[src/rtl/imem_loader.sv]
`default_nettype none
// ============================================================================
//  Module      : imem_loader
//  Description : Boot-time instruction-memory loader. Assembles a byte stream
//                into little-endian words (header N, N data words, checksum),
//                writes the data words into instruction memory, verifies an
//                additive checksum and holds the core in reset until the
//                image is accepted.
//  Revision    : 1.0 - initial release
// ============================================================================
module imem_loader #(
    parameter int              XLEN      = 32,
    parameter logic [XLEN-1:0] BASE_ADDR = 32'h0000_0000,
    parameter int              MAX_WORDS = 1024
) (
    input  logic            clk,
    input  logic            rst,
    input  logic            i_rx_valid,
    input  logic [7:0]      i_rx_data,
    output logic            o_rx_ready,
    output logic            o_im_wvalid,
    output logic [XLEN-1:0] o_im_waddr,
    output logic [XLEN-1:0] o_im_wdata,
    output logic            o_core_rst,
    output logic            o_done,
    output logic            o_err,
    output logic [XLEN-1:0] o_words_loaded
);

    localparam logic [2:0] c_st_idle = 3'd0;
    localparam logic [2:0] c_st_hdr  = 3'd1;
    localparam logic [2:0] c_st_data = 3'd2;
    localparam logic [2:0] c_st_csum = 3'd3;
    localparam logic [2:0] c_st_done = 3'd4;
    localparam logic [2:0] c_st_err  = 3'd5;

    localparam logic [XLEN-1:0] c_max_words = XLEN'(MAX_WORDS);
    localparam logic [XLEN-1:0] c_one       = XLEN'(1);

    logic [2:0]      r_state;
    logic [1:0]      r_byte_cnt;
    logic [23:0]     r_asm;        // lower three bytes of the word in flight
    logic [XLEN-1:0] r_count;      // header word count N
    logic [XLEN-1:0] r_idx;
    logic [XLEN-1:0] r_sum;
    logic            r_wvalid;
    logic [XLEN-1:0] r_waddr;
    logic [XLEN-1:0] r_wdata;

    logic            w_ready;
    logic            w_fire;
    logic            w_word_done;
    logic [XLEN-1:0] w_word;
    logic [XLEN-1:0] w_idx_next;

    assign w_ready     = (r_state == c_st_hdr) || (r_state == c_st_data) ||
                         (r_state == c_st_csum);
    assign w_fire      = i_rx_valid && w_ready;
    assign w_word_done = w_fire && (r_byte_cnt == 2'd3);
    // The 4th byte goes straight into the top lane so the word is usable at
    // the same edge that accepts it.
    assign w_word      = {i_rx_data, r_asm};
    assign w_idx_next  = r_idx + c_one;

    // Byte assembly, FSM sequencing, index and running checksum.
    always_ff @(posedge clk) begin
        if (rst) begin
            r_state    <= c_st_idle;
            r_byte_cnt <= 2'd0;
            r_asm      <= '0;
            r_count    <= '0;
            r_idx      <= '0;
            r_sum      <= '0;
        end else begin
            if (r_state == c_st_idle) begin
                r_state <= c_st_hdr;
            end
            if (w_fire) begin
                r_byte_cnt <= r_byte_cnt + 2'd1;
                case (r_byte_cnt)
                    2'd0:    r_asm[7:0]   <= i_rx_data;
                    2'd1:    r_asm[15:8]  <= i_rx_data;
                    2'd2:    r_asm[23:16] <= i_rx_data;
                    default: ;
                endcase
            end
            if (w_word_done) begin
                case (r_state)
                    c_st_hdr: begin
                        r_count <= w_word;
                        if (w_word > c_max_words) begin
                            r_state <= c_st_err;
                        end else if (w_word == '0) begin
                            r_state <= c_st_csum;
                        end else begin
                            r_state <= c_st_data;
                        end
                    end
                    c_st_data: begin
                        r_sum <= r_sum + w_word;
                        r_idx <= w_idx_next;
                        if (w_idx_next == r_count) begin
                            r_state <= c_st_csum;
                        end
                    end
                    c_st_csum: begin
                        r_state <= (w_word == r_sum) ? c_st_done : c_st_err;
                    end
                    default: ;
                endcase
            end
        end
    end

    // Registered memory write port: one-cycle strobe per completed data word.
    always_ff @(posedge clk) begin
        if (rst) begin
            r_wvalid <= 1'b0;
            r_waddr  <= '0;
            r_wdata  <= '0;
        end else begin
            r_wvalid <= 1'b0;
            if (w_word_done && (r_state == c_st_data)) begin
                r_wvalid <= 1'b1;
                r_waddr  <= BASE_ADDR + {r_idx[XLEN-3:0], 2'b00};
                r_wdata  <= w_word;
            end
        end
    end

    assign o_rx_ready     = w_ready;
    assign o_im_wvalid    = r_wvalid;
    assign o_im_waddr     = r_waddr;
    assign o_im_wdata     = r_wdata;
    assign o_core_rst     = (r_state != c_st_done);
    assign o_done         = (r_state == c_st_done);
    assign o_err          = (r_state == c_st_err);
    assign o_words_loaded = r_idx;

endmodule
`default_nettype wire

[config.mk]
export PLATFORM = sky130hd
export DESIGN_NAME = imem_loader
export DESIGN_NICKNAME = d
export VERILOG_FILES = /design/src/rtl/imem_loader.sv
export SDC_FILE = /design/constraint.sdc
export NUM_CORES = 1
export LEC_CHECK = 0
export BUFFER_PORTS_ARGS = -buffer_cell sky130_fd_sc_hd__buf_2
export CAP_MARGIN = 20
export CORE_ASPECT_RATIO = 1.4
export CORE_UTILIZATION = 27
export DETAILED_ROUTE_END_ITERATION = 16
export PLACE_DENSITY_LB_ADDON = 0.12
export SLEW_MARGIN = 5
export SYNTH_ARGS = -nofsm -noshare
export SYNTH_HDL_FRONTEND = slang
export SYNTH_SLANG_ARGS = --single-unit
[constraint.sdc]
create_clock -name clk -period 5.8 [get_ports clk]
set_input_delay 1.74 -clock clk [delete_from_list [all_inputs] [get_ports clk]]
set_output_delay 1.74 -clock clk [all_outputs]
set_load 0.02 [all_outputs]
==> results.yml, run 1 <==
cts:
  insertion_delay_ns: 0.47
  cts.repair.resized: 0
  clk_pin_slew_ns: 0.07
  cts_made_buffers: 17
  ctsHoldBuffers: 0
  cts-htree-levels: 4
  clock_path_buffers: 2
  clkSinkCount: 188
  root_buffer: "clkbuf_16"
  tritoncts: "built"
  cts_setup_buffers: 0
sta:
  setup_violations: 0
  fin_crit_sh: 0.6226
  worst_pin_slew_ns: 0.8973
  max_freq_ghz: 0.2769
  relSlewSlack: 0.4018
  hold_violations: 0
  period_needed_ns: 3.611
  slew_viol_final: 0
  rsz0062_at_grt: "no"
  tns_ns: 0
  skew_ns: 0.01454
floorplan:
  initial_core_util: 0.2739
  die_width_um: 163.1
  die_y_um: 227.5
  die-area_um2: 37100
  core_um2: 35810
  boundaryPins: 112
  std_cell_rows: 82
place:
  place.gp.congestion: 0.8581
  dpl_cell_area_um2: 10650
  hpwl_um: 23130
  port_buffers: 109
worst_setup_path:
  slowest_delay_ns: 0.57
  path_cells: "buf_2 > nor3b_4 > buf_4 > nand3_4 > buf_4 > or4b_1 > a31oi_1"
  worstReg2RegEnd: "r_sum[28]$_SDFFE_PP0P_"
  start_kind: "input port"
  path_class: "input port to register"
  reg2reg_from: "r_asm[0]$_SDFFE_PP0P_"
  crit_top_cell: "buf_4"
  reg2reg_depth: 11
  arrival_ns: 4.00
  cp_max_fo: 55
  slowest_stage: "or4b_1"
  endpoint_kind: "register"
  worst_ep_required_time_ns: 6.19
  ff2ff_setup_slack_ns: 2.48
run_status:
  status: "finished, final reports clean"
worst_hold_path:
  whs_path_depth: 2
  min_from: "o_im_waddr[15]$_SDFFE_PP0P_"
  hp-class: "register to register"
  hold-path-endpoint: "o_im_waddr[15]$_SDFFE_PP0P_"
power_and_ir_drop:
  p_leak_nw: 4.336
  vdd_ir_drop_max_mv: 0.1531
  power_density_nw_per_um2: 234.7
drt:
  firstDrtPassIters: 5
  drt-vias-per-instance: 4.939
  drtIter0Drc: 468
  wl_um: 32160
  drc: 0
  drtAntennaViolNets: 0
  avgRoutedWirePerCell_um: 18.03
  dr_total_vias: 8807
logic_synthesis:
  async_reset_ff_frac: 0
  synth_area_per_cell_um2: 7.772
  synth_area_leader_cell: "dfxtp_1"
  ys_ff_latch: 188
  netlist_area_um2: 9808
  seq_area_frac_synth: 0.3837
  synth-warning-count: 0
  netlist.area_leader.share: 0.3837
  yosysUniqueCellTypes: 73
  synth-edff-count: 0
  yosysMostFrequentCell: "nand2_1"
  synth_top_flop_cell: "dfxtp_1"
  syn_inst: 1262
  ys_top_cells_by_count: "293 x nand2_1, 188 x dfxtp_1, 175 x a21oi_1"
  synth_area_leaders: "dfxtp_1 38%, nand2_1 11%, a21oi_1 8.9%"
finish:
  final_area_um2: 11250
  drive_gt1_frac: 0.1310
  fin_nets: 1356
  area_delta_synth_final_pct: 14.75
  antenna_cells: 0
global_routing:
  grt_start_max_net_pins: 110
  grt_overflow: 0
  grt_pass1_vias: 8382
  grt_util_all_layers: 0.1777
  antenna_found_initial: 0
  grt_pass1_wl_um: 49820
run:
  maxCapViolCount: 0
-- cell type report --
type	instances	area, um2
sequential	188	3764
fill	3859	24550
timing repair buffer	121	641.9
multi-input combinational	963	5605
tap	462	578.1
clock inverter	15	176.4
clock buffer	17	425.4
inverter	17	63.81
-- kinds of logic (layout without fill, tap and decap cells) --
logic type               count (synthesis)  after routing  share of synthesized area
AO/OA/AOI/OAI                          288            288                     0.1772
XOR/XNOR                                97             97                    0.08662
adder cells (fa/ha/maj)                 37             37                    0.04797
buffers and inverters                  112            170                    0.04809
flip-flops                             188            188                     0.3837
multiplexers                             5              5                   0.005230
other                                    1              2                  0.0003823
AND/OR/NAND/NOR                        534            534                     0.2508
-- sequential cells by signal (all words and copies together) (netlist names) --
register	count
o_im_waddr	30
o_im_wdata	32
o_im_wvalid	1
o_words_loaded	32
r_asm	24
r_byte_cnt	2
r_count	32
r_state	3
r_sum	32
-- per-stage QoR --
stage | total power (W) | setup WS (ns) | cells | utilization | hold slack [ns]
floorplan | 0.001398 | 2.130 | 1263 | - | 0.4356
global placement | 0.001445 | 1.625 | 1751 | 0.2975 | 0.4386
detailed placement | 0.001445 | 1.646 | 1751 | 0.2975 | 0.4436
CTS | 0.002687 | 2.149 | 1783 | 0.3143 | 0.4543
global route | 0.002754 | 1.959 | 1783 | 0.3143 | 0.4687
finish | 0.002642 | 2.189 | 1783 | 0.3143 | 0.4527
-- worst max path at each step --
stage | startpoint | endpoint | slack [ns] | cells past startpoint
final | i_rx_valid | r_sum[28]$_SDFFE_PP0P_ | 2.19 | 7
after global routing | i_rx_valid | o_words_loaded[30]$_SDFFE_PP0P_ | 1.96 | 8
after CTS | i_rx_valid | o_words_loaded[30]$_SDFFE_PP0P_ | 2.15 | 8
after detailed placement | i_rx_valid | o_words_loaded[30]$_SDFFE_PP0P_ | 1.65 | 8
after global placement | i_rx_valid | o_words_loaded[30]$_SDFFE_PP0P_ | 1.62 | 8
after floorplan | i_rx_data[0] | r_sum[31]$_SDFFE_PP0P_ | 2.13 | 9
-- placed cells by master (no fill, tap or decap), types with 30 or more instances in the layout --
master / netlist / routed
nand2_1: 293 / 293
dfxtp_1: 188 / 188
a21oi_1: 175 / 175
buf_2: 15 / 108
nor2_1: 68 / 68
nand3_1: 62 / 61
xnor2_1: 58 / 58
xor2_1: 39 / 39
ha_1: 36 / 36
o21ai_0: 30 / 30
-- routing by layer --
layer | routed length [um] | share of wire | GRT usage | vias up
met2 | 16230 | 0.50 | 0.3121 | 172
met1 | 13690 | 0.43 | 0.2092 | 4142
met4 | 1305 | 0.041 | 0.08683 | 0
met3 | 929 | 0.029 | 0.02696 | 47
li1 | - | - | - | 4446
met5 | 0 | 0 | 0 | -
-- worst max-delay path, delay by kind of cell --
family / cells / cell delay (ns)
simple gates: 3 / 1.13
buf+inv: 3 / 0.95
compound gates: 1 / 0.13
-- where the power goes --
part,switching [W],total [W],internal [W]
combinational,0.0000749,0.000102,0.0000270
clock,0.000610,0.00123,0.000619
sequential,0.0000156,0.00131,0.00129
No activity file was read; power rests on OpenSTA's default activity.
==> run 2, diff against run 1 <==
--- a/config.mk
+++ b/config.mk
@@ -5,6 +5,7 @@
 export SDC_FILE = /design/constraint.sdc
 export NUM_CORES = 1
 export LEC_CHECK = 0
+export ABC_AREA = 1
 export BUFFER_PORTS_ARGS = -buffer_cell sky130_fd_sc_hd__buf_2
 export CAP_MARGIN = 20
 export CORE_ASPECT_RATIO = 1.4
==> constraint.sdc (replaced) <==
create_clock -name clk -period 3.2 [get_ports clk]
set_input_delay 0.96 -clock clk [delete_from_list [all_inputs] [get_ports clk]]
set_output_delay 0.96 -clock clk [all_outputs]
set_load 0.02 [all_outputs]
==> run 2 against run 1 <==
Effect of this change:
- synthesized area grew 2.3%
- largest cell class unchanged
- critical path type is now register to register
- routed wire length up 16%
- count of clock-buffer cells in the layout is 6 higher
- first-iteration DRC count is 28% higher
- flip-flop and latch count stayed put
==> results.yml, run 2 <==
logic_synthesis:
  yosysUniqueCellTypes: 39
  netlist.area_leader.share: 0.3750
  ys_top_cells_by_count: "295 x nand2_1, 198 x a21oi_1, 188 x dfxtp_1"
  netlist_area_um2: 10040
  async_reset_ff_frac: 0
  synth_area_leaders: "dfxtp_1 37%, nand2_1 11%, a21oi_1 9.9%"
  synth-edff-count: 0
  yosysMostFrequentCell: "nand2_1"
  seq_area_frac_synth: 0.3750
  synth_top_flop_cell: "dfxtp_1"
  synth_area_per_cell_um2: 6.879
  synth_area_leader_cell: "dfxtp_1"
  syn_inst: 1459
  ys_ff_latch: 188
  synth-warning-count: 0
global_routing:
  grt_start_max_net_pins: 58
  grt_util_all_layers: 0.2015
  grt_pass1_vias: 9531
  grt_overflow: 0
  grt_pass1_wl_um: 56410
  antenna_found_initial: 0
place:
  hpwl_um: 29270
  dpl_cell_area_um2: 11150
  port_buffers: 109
  dp_slack_ns: 0.3650
  place.gp.congestion: 0.9716
  dpl.cell_count: 2003
floorplan:
  die_width_um: 165.0
  initial_core_util: 0.2738
  std_cell_rows: 83
  boundaryPins: 112
  die_y_um: 230.1
  core_um2: 36660
  die-area_um2: 37960
worst_setup_path:
  arrival_ns: 3.00
  reg2reg_from: "r_asm[0]$_SDFFE_PP0P_"
  cp_max_fo: 4
  crit_start: "r_asm[0]$_SDFFE_PP0P_"
  endpoint_kind: "register"
  path_class: "register to register"
  start_kind: "register"
  ff2ff_setup_slack_ns: 0.60
  worst_ep_required_time_ns: 3.61
cts:
  clk_pin_slew_ns: 0.07
  ctsHoldBuffers: 0
  root_buffer: "clkbuf_16"
  cts.repair.resized: 0
  tritoncts: "built"
  clock_path_buffers: 2
  cts_made_buffers: 17
  cts_setup_buffers: 0
  insertion_delay_ns: 0.45
  clkSinkCount: 188
  cts-htree-levels: 4
sta:
  tns_ns: 0
  worst_pin_slew_ns: 0.7556
  skew_ns: 0.007499
  fin_crit_sh: 0.8112
  period_needed_ns: 2.596
  setup_violations: 0
  worst_slack_ns: 0.6043
  hold_violations: 0
  relSlewSlack: 0.4963
  rsz0062_at_grt: "no"
  slew_viol_final: 0
  max_freq_ghz: 0.3852
power_and_ir_drop:
  p_leak_nw: 5.106
  power_density_nw_per_um2: 402.2
  vdd_ir_drop_max_mv: 0.3127
drt:
  firstDrtPassIters: 5
  avgRoutedWirePerCell_um: 18.38
  drtAntennaViolNets: 0
  drt-vias-per-instance: 4.821
  drtIter0Drc: 598
  drc: 0
  wl_um: 37410
  dr_total_vias: 9810
finish:
  mostFrequentLayoutCells: "294 x nand2_1, 198 x a21oi_1, 188 x dfxtp_1, 158 x inv_1, 141 x o21ai_0"
  final_area_um2: 11700
  multi_input_area_um2: 5355
  fin_cells: 2035
  antenna_cells: 0
  fill_cells: 4088
  area_delta_synth_final_pct: 16.58
  regArea_um2: 3764
  final_common_cell: "nand2_1"
  fin_nets: 1603
  drive_gt1_frac: 0.1288
worst_hold_path:
  hp-class: "register to register"
  min_from: "o_im_wdata[31]$_SDFFE_PP0P_"
run:
  maxCapViolCount: 0
run_status:
  status: "finished, final reports clean"
## run 2: cell count changes after synthesis, sizes merged, moves of 20 or more
cell,delta
xnor2,-50
o21ai,+121
clkbuf,-38
a21oi,+22
nor2,+61
xor2,-20
inv,+146
nand3,+24
## run 2: cells by family (layout without fill, tap and decap cells)
logic type | Yosys count | count (layout) | share of synthesized area
AOI/OAI and AO/OA | 411 | 411 | 0.2209
DFF | 188 | 188 | 0.3750
and+or+nand+nor | 562 | 562 | 0.2367
buffers and inverters | 231 | 339 | 0.09212
xor gates and xnor gates | 29 | 29 | 0.02805
other | 1 | 2 | 0.0003736
adders and majority gates | 37 | 37 | 0.04687
## run 2: final cells by class
type,count,share of cell area
Inverter,164,0.05314
Sequential cell,188,0.3216
Clock buffer,23,0.04170
Multi-Input combinational cell,1041,0.4577
Tap cell,467,0.04994
Clock inverter,9,0.005346
Timing Repair Buffer,143,0.07057
## run 2: worst paths after layout
check | endpoint | cells past startpoint
setup reg to reg | r_sum[18]$_SDFFE_PP0P_ | 13
setup / recovery | r_sum[18]$_SDFFE_PP0P_ | 13
hold / removal | o_im_wdata[31]$_SDFFE_PP0P_ | 2
hold reg to reg | o_im_wdata[31]$_SDFFE_PP0P_ | 2
## run 2: metrics by stage
| stage | util | power, W | hold WS [ns] |
|---|---|---|---|
| final | 0.3192 | 0.004706 | 0.4640 |
| after global routing | 0.3192 | 0.004892 | 0.4822 |
| after CTS | 0.3192 | 0.004781 | 0.4663 |
| after detailed placement | 0.3042 | 0.002691 | 0.4552 |
| after global placement | 0.3042 | 0.002692 | 0.4508 |
| after floorplan | - | 0.002566 | 0.4441 |
## run 2: layer usage
| layer | share of wire | global-route usage | vias up |
|---|---|---|---|
| met5 | 0 | 0 | - |
| met4 | 0.049 | 0.1087 | 0 |
| met3 | 0.028 | 0.02850 | 67 |
| met2 | 0.53 | 0.3711 | 210 |
| met1 | 0.40 | 0.2173 | 4504 |
| li1 | - | - | 5029 |
## run 2: where the power goes
group | leakage, nW | switching (W) | internal, W
logic | 3.33 | 0.000188 | 0.0000730
registers | 1.52 | 0.0000178 | 0.00235
clock network | 0.262 | 0.000996 | 0.00108
total | 5.11 | 0.00120 | 0.00350
## run 2: critical path, cell delays in order (launching register included)
cell and delay, ns:
dfxtp_1 0.34, ha_1 0.20, inv_1 0.06, fa_1 0.41
o21ai_2 0.21, a21oi_1 0.18, o21ai_2 0.31, nand2_1 0.11
nand2_1 0.17, a21oi_1 0.11, or2_2 0.28, nand3_1 0.07
nand2_1 0.05, inv_1 0.04
==> run 3, diff against run 2 <==
--- a/config.mk
+++ b/config.mk
@@ -5,7 +5,7 @@
 export SDC_FILE = /design/constraint.sdc
 export NUM_CORES = 1
 export LEC_CHECK = 0
-export ABC_AREA = 1
+export ABC_AREA = 0
 export BUFFER_PORTS_ARGS = -buffer_cell sky130_fd_sc_hd__buf_2
 export CAP_MARGIN = 20
 export CORE_ASPECT_RATIO = 1.4
==> constraint.sdc (replaced) <==
create_clock -name clk -period 2.12 [get_ports clk]
set_input_delay 0.636 -clock clk [delete_from_list [all_inputs] [get_ports clk]]
set_output_delay 0.636 -clock clk [all_outputs]
set_load 0.02 [all_outputs]
==> run 3 against run 2 <==
Effect of this change:
- worst setup slack got worse by 1.1 ns
- sequential share of layout area fell by 5.1 points
- clock power is 55% higher
- design area increased by 21%
- the flow now finishes with violations (negative setup slack)
- fmax barely moved
- critical path type unchanged
- flip-flop and latch count unchanged
- die area shrank 2.3%
- register-to-register slack lost 1.1 ns
- routed wire length decreased by 2.4%
- count of clock-buffer cells in the layout fell by 2
- hold slack worse by 0.014 ns
- power is 53% higher
==> results.yml, run 3 (same netlist as run 1, synthesis figures left out) <==
sta:
  slew_viol_final: 0
  period_needed_ns: 2.595
  worst_slack_ns: -0.4749
  hold_violations: 0
  rsz0062_at_grt: "yes"
  setup_violations: 25
  skew_ns: 0.01030
  fin_crit_sh: 1.224
  fin_hold_ws_ns: 0.4502
  max_freq_ghz: 0.3854
finish:
  antenna_cells: 0
  mostFrequentLayoutCells: "293 x nand2_1, 251 x buf_4, 156 x a21oi_1, 152 x dfxtp_1, 107 x buf_2"
  regArea_um2: 3826
  drive_gt1_frac: 0.3500
  final_common_cell: "nand2_1"
  fill_cells: 3726
  fin_nets: 1619
  multi_input_area_um2: 6309
  area_delta_synth_final_pct: 43.96
power_and_ir_drop:
  p_int_w: 0.005446
  swShare: 0.2453
  clock_power_share: 0.445
  power_density_nw_per_um2: 511.1
  p_leak_nw: 5.798
  vdd_ir_drop_max_mv: 0.3371
  power_frac_seq: 0.492
  pwr-share-comb: 0.063
  p_sw_w: 0.001770
floorplan:
  die-area_um2: 37100
  std_cell_rows: 82
  die_y_um: 227.5
  boundaryPins: 112
  die_width_um: 163.1
  core_um2: 35810
  initial_core_util: 0.2739
cts:
  cts-htree-levels: 4
  root_buffer: "clkbuf_16"
  insertion_delay_ns: 0.46
  cts_made_buffers: 17
  ctsHoldBuffers: 0
  clk_pin_slew_ns: 0.08
  tritoncts: "built"
  clkSinkCount: 188
  clock_path_buffers: 2
worst_hold_path:
  hp-class: "register to register"
place:
  port_buffers: 109
  place.gp.congestion: 0.8414
  hpwl_um: 27480
  dp_slack_ns: -0.6889
drt:
  drtIter0Drc: 492
  avgRoutedWirePerCell_um: 17.86
  drt-vias-per-instance: 4.812
  dr_total_vias: 9841
  wl_um: 36530
  firstDrtPassIters: 4
  drc: 0
  drtAntennaViolNets: 0
global_routing:
  grt_pass1_wl_um: 55630
  grt_pass1_vias: 9642
  grt_util_all_layers: 0.2001
  grt_start_max_net_pins: 89
  grt_overflow: 0
  antenna_found_initial: 0
worst_setup_path:
  start_kind: "register"
  path_class: "register to register"
  endpoint_kind: "register"
  cp_max_fo: 3
  arrival_ns: 2.95
  worst_ep_required_time_ns: 2.48
run_status:
  violations: "negative setup slack"
  status: "finished, violations left"
run:
  maxCapViolCount: 0
-- run 3: routing by layer --
metal,vias up,routed length (um),global-route usage
met5,-,0,0
met4,0,1710,0.1019
met3,70,1255,0.03079
met2,206,19290,0.3697
met1,4613,14270,0.2189
li1,4952,-,-
-- run 3: through the flow --
stage | power (W) | util | setup TNS [ns] | area (um2) | std cells
2_1_floorplan | 0.003826 | - | -1.591 | 10070 | 1263
3_5_place_dp | 0.004059 | 0.3539 | -10.07 | 12670 | 1984
6_report | 0.007217 | 0.3943 | -5.473 | 14120 | 2045
5_1_grt | 0.007516 | 0.3943 | -8.617 | 14120 | 2045
4_1_cts | 0.007325 | 0.3818 | -5.308 | 13670 | 2031
3_3_place_gp | 0.004062 | 0.3539 | -9.617 | 12670 | 1984
-- run 3: repair_timing --
item / CTS / global route
gates resized for setup: 65 / 68
pin swaps: 39 / 58
buffers inserted: 18 / 19
setup endpoints to repair: 27 / 55
gates cloned: 0 / 0
-- run 3: area by class of cell --
type                            count  share of cell area
Tap cell                          462             0.04094
Clock buffer                       21             0.03119
Clock inverter                     10            0.008507
Sequential cell                   188              0.2710
Inverter                           17            0.004519
Multi-Input combinational cell    963              0.4468
Timing Repair Buffer              384              0.1971
-- run 3: critical path, cell delays in order, from the launching register on --
cell	delay [ns]
dfxtp_2	0.36
ha_4	0.14
inv_2	0.03
fa_2	0.36
nor2b_4	0.15
o2111ai_4	0.12
a21oi_2	0.19
buf_4	0.14
o21ai_2	0.09
a31oi_4	0.27
o211ai_1	0.20
and3_1	0.22
o31a_1	0.23
-- run 3: power by group through the flow --
stage                     Combinational, W  Sequential (W)  Clock [W]
final                             0.000455         0.00355    0.00321
after global routing              0.000487         0.00355    0.00348
after CTS                         0.000443         0.00355    0.00333
after detailed placement          0.000427         0.00363          0
after global placement            0.000430         0.00363          0
after floorplan                   0.000191         0.00363          0
-- run 3: final timing paths --
check | cells after the start | endpoint | from | slack (ns)
max | 12 | r_sum[20]$_SDFFE_PP0P_ | r_sum[0]$_SDFFE_PP0P_ | -0.47
min | 2 | o_im_waddr[12]$_SDFFE_PP0P_ | o_im_waddr[12]$_SDFFE_PP0P_ | 0.45
max reg2reg | 12 | r_sum[20]$_SDFFE_PP0P_ | r_sum[0]$_SDFFE_PP0P_ | -0.47
min reg2reg | 2 | o_im_waddr[12]$_SDFFE_PP0P_ | o_im_waddr[12]$_SDFFE_PP0P_ | 0.45
